==> config.mk <==
export PLATFORM = sky130hd
export DESIGN_NAME = mips_cpu_mem_unit
export DESIGN_NICKNAME = d
export VERILOG_FILES = /design/src/rtl/mips_cpu_pkg.sv /design/src/rtl/mips_cpu_mem_lane.sv /design/src/rtl/mips_cpu_mem_unit.sv
export SDC_FILE = /design/constraint.sdc
export NUM_CORES = 1
export LEC_CHECK = 0
export ABC_AREA = 1
export CORE_ASPECT_RATIO = 0.75
export CORE_MARGIN = 2
export CORE_UTILIZATION = 44
export CTS_BUF_LIST = sky130_fd_sc_hd__clkbuf_16
export CTS_CLUSTER_SIZE = 30
export DETAILED_ROUTE_END_ITERATION = 8
export GPL_TIMING_DRIVEN = 0
export PLACE_DENSITY_LB_ADDON = 0.2
export SLEW_MARGIN = 5
export SYNTH_ARGS = -nofsm -noshare
export SYNTH_HDL_FRONTEND = slang
export SYNTH_SLANG_ARGS = --single-unit
export TNS_END_PERCENT = 10
==> constraint.sdc <==
create_clock -name clk_i -period 4.67 [get_ports clk_i]
set_clock_uncertainty 0.1 [all_clocks]
set_input_delay 1.1675 -clock clk_i [delete_from_list [all_inputs] [get_ports clk_i]]
set_output_delay 1.1675 -clock clk_i [all_outputs]
set_load 0.005 [all_outputs]
==> src/rtl/mips_cpu_pkg.sv <==
// Shared types for the MIPS core's load/store bus unit: access sizes, FSM states and
// the alignment rule used to reject requests before they reach the bus.
package mips_cpu_pkg;

    typedef enum logic [1:0] {
        SizeByte    = 2'b00,
        SizeHalf    = 2'b01,
        SizeWord    = 2'b10,
        SizeWordAlt = 2'b11
    } mem_size_t;

    typedef enum logic [1:0] {
        StIdle,
        StBus,
        StRdata,
        StResp
    } mem_state_t;

    // Encoding 2'b11 behaves exactly like a word access.
    function automatic logic is_misaligned(input mem_size_t size, input logic [1:0] addr_lo);
        logic mis;
        unique case (size)
            SizeByte: mis = 1'b0;
            SizeHalf: mis = addr_lo[0];
            default:  mis = (addr_lo != 2'b00);
        endcase
        return mis;
    endfunction

endpackage

==> src/rtl/mips_cpu_mem_lane.sv <==
// Little-endian lane steering: byte enables and replicated write data for stores,
// lane extraction plus sign/zero extension for loads. Purely combinational.
module mips_cpu_mem_lane
    import mips_cpu_pkg::*;
(
    input  logic [1:0]  size_i,
    input  logic        signed_i,
    input  logic [1:0]  addr_lo_i,
    input  logic [31:0] wdata_i,
    input  logic [31:0] rdata_raw_i,
    output logic [3:0]  be_o,
    output logic [31:0] wdata_o,
    output logic [31:0] rdata_o
);

    logic [31:0] byte_shift;
    logic [31:0] half_shift;
    logic [7:0]  load_byte;
    logic [15:0] load_half;

    always_comb begin
        byte_shift = rdata_raw_i >> {addr_lo_i, 3'b000};
        half_shift = rdata_raw_i >> {addr_lo_i[1], 4'b0000};
        load_byte  = byte_shift[7:0];
        load_half  = half_shift[15:0];
        be_o       = 4'b0000;
        wdata_o    = '0;
        rdata_o    = '0;
        unique case (mem_size_t'(size_i))
            SizeByte: begin
                be_o    = 4'b0001 << addr_lo_i;
                wdata_o = {4{wdata_i[7:0]}};
                rdata_o = {{24{signed_i & load_byte[7]}}, load_byte};
            end
            SizeHalf: begin
                be_o    = addr_lo_i[1] ? 4'b1100 : 4'b0011;
                wdata_o = {2{wdata_i[15:0]}};
                rdata_o = {{16{signed_i & load_half[15]}}, load_half};
            end
            default: begin
                be_o    = 4'b1111;
                wdata_o = wdata_i;
                rdata_o = rdata_raw_i;
            end
        endcase
    end

endmodule

==> src/rtl/mips_cpu_mem_unit.sv <==
// Load/store bus unit: runs one core data request as a single Avalon-MM transfer and
// returns a done pulse with the extended load result (or err for misaligned requests).
module mips_cpu_mem_unit
    import mips_cpu_pkg::*;
#(
    parameter int unsigned ADDR_WIDTH  = 32,
    parameter int unsigned CHECK_ALIGN = 1
) (
    input  logic                  clk_i,
    input  logic                  rst_ni,
    input  logic                  req_valid_i,
    input  logic                  req_write_i,
    input  logic [1:0]            req_size_i,
    input  logic                  req_signed_i,
    input  logic [ADDR_WIDTH-1:0] req_addr_i,
    input  logic [31:0]           req_wdata_i,
    output logic                  busy_o,
    output logic                  done_o,
    output logic                  err_o,
    output logic [31:0]           rdata_o,
    output logic [ADDR_WIDTH-1:0] address_o,
    output logic                  read_o,
    output logic                  write_o,
    output logic [3:0]            byteenable_o,
    output logic [31:0]           writedata_o,
    input  logic                  waitrequest_i,
    input  logic [31:0]           readdata_i
);

    mem_state_t            state_q, state_d;
    logic [ADDR_WIDTH-1:0] addr_q, addr_d;
    logic [1:0]            size_q, size_d;
    logic                  signed_q, signed_d;
    logic                  write_q, write_d;
    logic [31:0]           wdata_q, wdata_d;
    logic                  err_q, err_d;
    logic [31:0]           rdata_q, rdata_d;

    logic [3:0]  lane_be;
    logic [31:0] lane_wdata;
    logic [31:0] lane_rdata;
    logic        misaligned;

    mips_cpu_mem_lane u_lane (
        .size_i      (size_q),
        .signed_i    (signed_q),
        .addr_lo_i   (addr_q[1:0]),
        .wdata_i     (wdata_q),
        .rdata_raw_i (readdata_i),
        .be_o        (lane_be),
        .wdata_o     (lane_wdata),
        .rdata_o     (lane_rdata)
    );

    assign misaligned = (CHECK_ALIGN != 0) &&
                        is_misaligned(mem_size_t'(req_size_i), req_addr_i[1:0]);

    always_comb begin
        state_d  = state_q;
        addr_d   = addr_q;
        size_d   = size_q;
        signed_d = signed_q;
        write_d  = write_q;
        wdata_d  = wdata_q;
        err_d    = err_q;
        rdata_d  = rdata_q;
        unique case (state_q)
            StIdle: begin
                if (req_valid_i) begin
                    addr_d   = req_addr_i;
                    size_d   = req_size_i;
                    signed_d = req_signed_i;
                    write_d  = req_write_i;
                    wdata_d  = req_wdata_i;
                    err_d    = misaligned;
                    state_d  = misaligned ? StResp : StBus;
                end
            end
            StBus: begin
                if (!waitrequest_i) begin
                    state_d = write_q ? StResp : StRdata;
                end
            end
            StRdata: begin
                rdata_d = lane_rdata;
                state_d = StResp;
            end
            StResp: begin
                state_d = StIdle;
            end
            default: state_d = StIdle;
        endcase
    end

    always_ff @(posedge clk_i or negedge rst_ni) begin
        if (!rst_ni) begin
            state_q  <= StIdle;
            addr_q   <= '0;
            size_q   <= 2'b00;
            signed_q <= 1'b0;
            write_q  <= 1'b0;
            wdata_q  <= '0;
            err_q    <= 1'b0;
            rdata_q  <= '0;
        end else begin
            state_q  <= state_d;
            addr_q   <= addr_d;
            size_q   <= size_d;
            signed_q <= signed_d;
            write_q  <= write_d;
            wdata_q  <= wdata_d;
            err_q    <= err_d;
            rdata_q  <= rdata_d;
        end
    end

    // Bus outputs derive only from registered state, so they stay stable under waitrequest.
    assign busy_o       = (state_q != StIdle);
    assign done_o       = (state_q == StResp);
    assign err_o        = done_o & err_q;
    assign rdata_o      = rdata_q;
    assign address_o    = {addr_q[ADDR_WIDTH-1:2], 2'b00};
    assign read_o       = (state_q == StBus) & ~write_q;
    assign write_o      = (state_q == StBus) & write_q;
    assign byteenable_o = (state_q == StBus) ? lane_be : 4'b0000;
    assign writedata_o  = write_o ? lane_wdata : '0;

endmodule

# Word-level counts from Yosys, hierarchy flattened
# Index checks and enable logic that the tools add are counted.
# W data, S select, Z words.
[totals]
input_bits = 104
out_inout_bits = 105
ff_bits = 103
wordCells = 43
[classes]
bitwise = 6
reduce_logical = 7
n_mux = 12
shifts = 3
n_eq_ne = 7
[op_table]
columns = ["operator", "count"]
rows = [
  ["$pmux W32 S2", 2],
  ["$mux W32", 1],
  ["$shr A32 B5 Y16", 1],
  ["$shr A32 B5 Y8", 1],
  ["$mux W4", 2],
  ["$pmux W2 S4", 1],
  ["$pmux W4 S2", 1],
  ["$eq A2 B1 Y1 const B", 3],
  ["$logic_not A2 Y1", 3],
  ["$mux W2", 3],
  ["$and A1 B1 Y1", 5],
  ["$eq A2 B2 Y1 const B", 2],
  ["$ne A2 B2 Y1 const B", 2],
  ["$reduce_and A2 Y1", 2],
  ["$reduce_bool A2 Y1", 2],
  ["$shl A1 B2 Y4 const A", 1],
  ["$pmux W1 S2", 1],
  ["$mux W1", 1],
  ["$not A1 Y1", 1],
]

# Logic depth before layout (Yosys ltp)
# Gate-level depths: netlist of the first run.
[logic_depth]
word_depth = 5
mapped_depth = 10
depth_no_buf = 8

# Cells and area by module
# Synthesis of the first run repeated with hierarchy kept, for this count alone.
[unflattened]
hier_cells = 742
hier_area_um2 = 5904.4
[by_module_without_submodules]
columns = ["mod", "instances", "area_each_um2", "cells_each", "seq_area_each_um2"]
rows = [
  ["mips_cpu_mem_unit", 1, 4793.3, 508, 2577.5],
  ["mips_cpu_mem_lane", 1, 1111.1, 234, 0.0],
]

# Least setup slack after synthesis of the first run
# OpenSTA, ideal clock, no wires.
[synth_path]
kind = "register to output"
start = "reg state_q[1]"
end = "out writedata_o[30]"
stages_incl_launch_ff = 8
arrival_ps = 1311
required_time_ps = 3403
path_slack_ps = 2092
cell_sequence = "dfrtp_1 -> inv_1 -> ha_1 -> nand2_1 -> inv_1 -> buf_2 -> o21ai_0 -> nor2_1"
[synth_via]
elab_chain_len = 3
[synth_rtl]
columns = ["element", "line_no", "source"]
rows = [
  ["start, declared", "mips_cpu_mem_unit.sv:30", "mem_state_t state_q, state_d;"],
  ["start signal, assigned", "mips_cpu_mem_unit.sv:97", "state_q <= StIdle;"],
  ["start signal, assigned", "mips_cpu_mem_unit.sv:106", "state_q <= state_d;"],
  ["$eq A2 B1 Y1", "mips_cpu_mem_unit.sv:124", "assign write_o = (state_q == StBus) & write_q;"],
  ["$and A1 B1 Y1", "mips_cpu_mem_unit.sv:124", ""],
  ["named net write_o", "mips_cpu_mem_unit.sv:23", "output logic write_o,"],
  ["$mux W32", "mips_cpu_mem_unit.sv:126", "assign writedata_o = write_o ? lane_wdata : '0;"],
  ["end, declared", "mips_cpu_mem_unit.sv:25", "output logic [31:0] writedata_o,"],
]
# The timed path passes the listed nets, and every way through them passes these cells.

# Final worst setup path of the first run
[layout_path]
start = "reg state_q[1]"
end = "out writedata_o[14]"
[layout_via]
elab_chain_len = 3
[layout_rtl]
columns = ["element", "line_no"]
rows = [
  ["$eq A2 B1 Y1", "mips_cpu_mem_unit.sv:124"],
  ["$and A1 B1 Y1", "mips_cpu_mem_unit.sv:124"],
  ["$mux W32", "mips_cpu_mem_unit.sv:126"],
]
# Every way passes these cells.

==> results.md, run 1 <==
- Status: completed
- Residual DRC: 0
- Net count, final: 976
- Tmin final: 3810 ps
- Post-synth EDFFs: 0
- Final period utilization: approximately four fifths
- Overall power: about 5.4 mW
- Worst-Margin Slew: 849 ps
- Drt pass-1 iters: 5
- Slack of the critical path: 855 ps
- Vias per Instance: slightly above 5
- Final setup fails: 0
- Setup bufs post-CTS: 0
- Dominant cell type by area after synthesis: dfrtp_1
- Core footprint: 12400 sq um
- CP endpoint kind: output pin
- Share of layout cells above drive strength 1: 20.4%
- # diodes: 0
- Worst skew pair latency: 350 ps
- Post-Syn Instances: 648
- Fin. Hold Viols: 0
- Routed WL per cell: between 15 and 20 um
- Chip height: between 100 and 150 um
- Top-area cell type share of the netlist area: 45.5%
- Remaining global-route overflow: 0
- Die area: roughly 14000 sq um
- CP dominant cell by count: inv_1
- Dpl hpwl: 13000 um
- Cts bufs inserted: 9
- # resized after CTS: 0
- Worst path max stage delay: about 530 ps
- Port bufs: 206
- Total GRT Usage: 24.4%
- Die X-Extent: approximately 140 um
- Crit-path max FO: 10
- Antenna violations before repair: 0
- CTS tree: built
- Cell Area, Synth: 5670 sq um
- First DRT Iteration DRCs: 275
- FP Rows: 35
- Via Count: 5224
- Largest net degree at the start of global routing: 65
- Hold-fix buffers at CTS: 0
- Clk buf depth: 2
- # fillers: 1056
- Level count of the clock H-tree: 3
- Synth area leaders: dfrtp_1 (45%), mux2_2 (11%), nand2_1 (7.0%), buf_4 (5.0%), a21oi_1 (4.9%)
- Multi-input combinational cell area: 2360 sq um
- CTS root buffer: clkbuf_16
- Post-Place Cell Area: 7960 sq um
- Worst setup SP type: flip-flop
- RSZ-0062 raised after global routing: no
- First-pass GRT wire length: 26200 um
- Cell family with most CP delay: buffers and inverters
- Post-route ant nets: 0
- Pre-CTS setup slack: 1270 ps
- Buffers & Inverters on Critical Path: 4
- Vias in the first global route: approximately 5200
- Cell Pwr Density: between 600 and 700 nW/um^2
- Max Slew Vio Count: 0
- Max frequency: 262 MHz
- GPL Wtd Cong: just under 0.9
- Syn Area/Cell: between 8 and 9 sq um
- CTS clk-pin slew, worst paths: 70 ps
- Critical path, cell by cell: inv_1, ha_1, nand2_1, inv_1, buf_2, o21ai_0, nor2_1, clkdlybuf4s50_1
- Pleak: just under 4 nW
- FF+latch count, synth: a little over 100
- I/O pin total: 209
- Hold WC Path Type: flip-flop to flip-flop
- Post-synthesis sequential area ratio: approximately 45%
- Required time worst endpoint: 3400 ps
- Worst Path Arrival: 2550 ps
- Syn-to-layout area delta: 45.8%
- Cell area after layout: roughly 8300 sq um
- Maximum vdd ir drop: roughly 380 uV
- Primary FF master, synth: dfrtp_1
- Slowest CP cell: clkdlybuf4s50_1
- Yosys cell types: 27
- Initial Util: 45.6%
- Sink Count: 103
- Final wirelength: 16700 um
- Asr flop ratio synth: between 90% and 100%
- Kind of critical path: flip-flop to output pin
- Slew headroom: 43.4%
- Max-cap viol count: 0
- YS warnings: 0
- FF+latch area: 2580 sq um
-- registers in the layout, indices dropped and copies added (netlist names) --
register / flops
rdata_o: 32
size_q: 2
write_q: 1
wdata_q: 32
state_q: 2
addr_q: 32
signed_q: 1
err_q: 1
-- logic make-up (layout without fill, tap and decap cells) --
group	count (synthesis)	in the layout	synth area share [%]
AO/OA/AOI/OAI	116	116	10.9
AND/OR/NAND/NOR	225	225	18.3
adder cells (fa/ha/maj)	5	5	1.10
multiplexers	57	57	11.3
flip-flops	103	103	45.5
other	1	2	0.0662
buffers and inverters	141	364	12.9
-- layout make-up --
class | instances | area share [%]
timing repair buffer | 207 | 25.2
clock buffer | 9 | 2.73
tap | 166 | 2.51
sequential | 103 | 31.2
inverter | 73 | 3.35
clock inverter | 7 | 0.969
multi-input combinational | 405 | 28.6
buffer | 68 | 5.48
-- per-stage QoR --
| step | cells | hold slack [ps] | TNS [ps] | utilization (%) |
|---|---|---|---|---|
| global placement | 1021 | 364 | -151590 | 63.8 |
| CTS | 1038 | 390 | 0 | 66.4 |
| floorplan | 649 | 372 | 0 | - |
| finish | 1038 | 391 | 0 | 66.4 |
| global route | 1038 | 415 | 0 | 66.4 |
| detailed placement | 1022 | 371 | 0 | 64.0 |
-- final timing paths --
path	from	end	slack [ps]	cells after the start
max	state_q[1]	writedata_o[14]	860	8
max in group asynchronous	rst_ni	rdata_o[21]	2930	2
max reg2reg	state_q[0]	wdata_q[24]	2690	5
min in group asynchronous	rst_ni	wdata_q[17]	830	1
min	rdata_o[5]	rdata_o[5]	390	2
min reg2reg	rdata_o[5]	rdata_o[5]	390	2
-- layout by cell type, fill, tap and decap left out, drive strengths merged --
cell type / count
clkbuf: 20
buf: 59
o211ai: 8
bufinv: 1
o21ai: 44
nand2: 110
ha: 5
clkinvlp: 1
clkdlybuf4s50: 205
nor2: 62
a22oi: 1
a21oi: 55
mux2: 57
clkinv: 3
conb: 2
nor3: 2
o22ai: 8
dfrtp: 103
or2: 23
nand3: 28
inv: 75
-- synthesized netlist by cell type, types with 2 or more instances --
cell type	number
nor2_1	61
a21oi_1	55
inv_1	69
o211ai_1	8
nand2_2	3
inv_2	3
o22ai_1	8
nor3_1	2
nand3_2	12
mux2_2	57
buf_2	14
o21ai_0	43
or2_2	23
ha_1	5
dfrtp_1	103
clkbuf_1	11
nand2_1	106
buf_4	38
buf_6	5
nand3_1	15
-- worst min-delay path: stages, from the launching register on --
cell     delay, ps
dfrtp_1        350
nand2_1         60
nand2_1         50
-- report_power, final --
part	switching (mW)	internal [mW]	total [mW]	leakage, nW
sequential	0.262	1.35	1.62	1.20
clock	0.348	0.422	0.770	0.148
combinational	1.35	1.63	2.99	2.49
-- metal layers --
metal	part of all wire (%)	up-vias	track usage (%)
li1	-	2481	-
met1	43	2509	32.8
met2	47	208	39.4
met3	8.6	26	6.85
met4	1.5	0	5.85
met5	0	-	0
(Power assumes the default switching activity.)
==> run 2: changes to the inputs <==
- CORE_UTILIZATION: 44 -> 41
- clock period: 4.67 -> 3.35 ns (I/O delays scaled with it)
==> results.md, run 2 (same netlist as run 1, synthesis figures left out) <==
- Status: completed
- Most common library cell in the layout ignoring fill and taps: clkdlybuf4s50_1
- Chip height: 106 um
- Max Slew Vio Count: 0
- Crit Reg-Reg Startpoint: state_q[0]
- Crit path depth: 7
- Die X-Extent: 140 um
- Remaining global-route overflow: 0
- Worst Path Arrival: 2210 ps
- Clk buf depth: 2
- Setup slack, reg-to-reg: 1320 ps
- CP endpoint kind: output pin
- RR Endpoint: rdata_o[30]
- Syn-to-layout area delta: 46.4%
- Required time worst endpoint: 2410 ps
- Worst-Margin Slew: 556 ps
- Residual DRC: 0
- DP Cell Count: 1031
- Psw: between 2 and 3 mW
- Final wirelength: 16700 um
- Net count, final: 975
- Post-route ant nets: 0
- Dpl hpwl: ~13000 um
- FP Rows: 37
- Clock power frac: ~15%
- I/O pin total: 209
- Routed WL per cell: roughly 16 um
- Final period utilization: 94.0%
- GPL Wtd Cong: 0.915
- Slew headroom: 62.9%
- Cell Pwr Density: 908 nW/um^2
- Sw frac: 36.0%
- Worst skew pair latency: 350 ps
- Cell area after layout: 8290 sq um
- First DRT Iteration DRCs: about 390
- Maximum vdd ir drop: 421 uV
- Setup TNS: 0 ps
- CP dominant cell by count: inv_2
- Hold WC Path Type: input pin to asynchronous set/reset pin
- Sink Count: 103
- First-pass GRT wire length: 26700 um
- Share of layout cells above drive strength 1: ~20%
- Vias per Instance: 4.94
- Critical path, cell by cell: inv_2, ha_4, nand2_1, inv_2, o21ai_0, nor2_1, clkdlybuf4s50_1
- Total GRT Usage: between 20 and 25%
- Max-cap viol count: 0
- Combinational Power Share: 55.4%
- Buffers & Inverters on Critical Path: 3
- Initial Util: 41.6%
- Hold-fix buffers at CTS: 0
- Tmin final: between 3000 and 4000 ps
- Setup bufs post-CTS: 0
- Core footprint: 13600 sq um
- Final Util: 60.9%
- CTS clk-pin slew, worst paths: 70 ps
- Via Count: around 5200
- Drt pass-1 iters: 5
- Kind of critical path: flip-flop to output pin
- Slowest CP cell: clkdlybuf4s50_1
- Max frequency: 318 MHz
- Port bufs: 206
- Vias in the first global route: between 5000 and 6000
- Largest net degree at the start of global routing: 64
- Pleak: 3.84 nW
- Worst path max stage delay: roughly 520 ps
- Worst setup SP type: flip-flop
- Fin. Hold Viols: 0
- Overall power: 7.53 mW
- Pre-CTS setup slack: 304 ps
- CTS tree: built
- Worst setup endpoint: writedata_o[12]
- Die area: 14800 sq um
- # fillers: between 1000 and 1500
- Crit-path max FO: 17
- Antenna violations before repair: 0
- Post-Place Cell Area: 7980 sq um
- Cts bufs inserted: 9
- Final setup fails: 0
- Worst setup path start: state_q[1]
- # diodes: 0
- # resized after CTS: 2
- Internal Power: 4.82 mW
- Non-Filler Instances: 1045
- Worst-case reg-to-reg path depth: 8
- Level count of the clock H-tree: 3
- Most frequent cells in the layout: clkdlybuf4s50_1 (205), nand2_1 (106), dfrtp_1 (103)
- CTS root buffer: clkbuf_16
- Cell family with most CP delay: buffers and inverters
- Worst hold margin: 356 ps
- Sequential power share: 29.9%
- Slack of the critical path: 203 ps
## run 2: layout make-up
type,instances,area [sq um],share of cell area [%]
Sequential cell,103,2580,31.1
Multi-Input combinational cell,405,2380,28.6
Timing Repair Buffer,207,2090,25.2
Buffer,67,448,5.40
Inverter,73,277,3.33
Clock buffer,9,225,2.72
Tap cell,175,219,2.64
Clock inverter,6,85.1,1.03
## run 2: how the worst min path moves through the flow
stage | to | slack [ps] | cells after the start
5_1_grt | wdata_q[17] | 390 | 1
3_5_place_dp | rdata_o[15] | 370 | 2
4_1_cts | wdata_q[17] | 370 | 1
2_1_floorplan | rdata_o[0] | 370 | 2
6_report | wdata_q[17] | 360 | 1
3_3_place_gp | rdata_o[3] | 370 | 2
## run 2: worst register-to-register path: stages, from the launching register on
cell and delay [ps]:
dfrtp_1 440, inv_1 150, ha_1 330, inv_1 170, clkbuf_1 290, a21oi_1 260, nand3_2 100, nand2_1 60
inv_1 30
## run 2: per-layer routing
layer	track usage [%]	wire (um)
met5	0	0
met4	7.43	295
met3	7.09	1430
met2	36.4	7780
met1	30.0	7170
## run 2: power by group through the flow
stage	combinational (mW)	sequential, mW	clock (mW)
2_1_floorplan	2.38	2.17	0
6_report	4.17	2.25	1.11
3_5_place_dp	4.14	2.26	0
3_3_place_gp	4.06	2.22	0
4_1_cts	4.19	2.25	1.15
5_1_grt	4.60	2.33	1.20
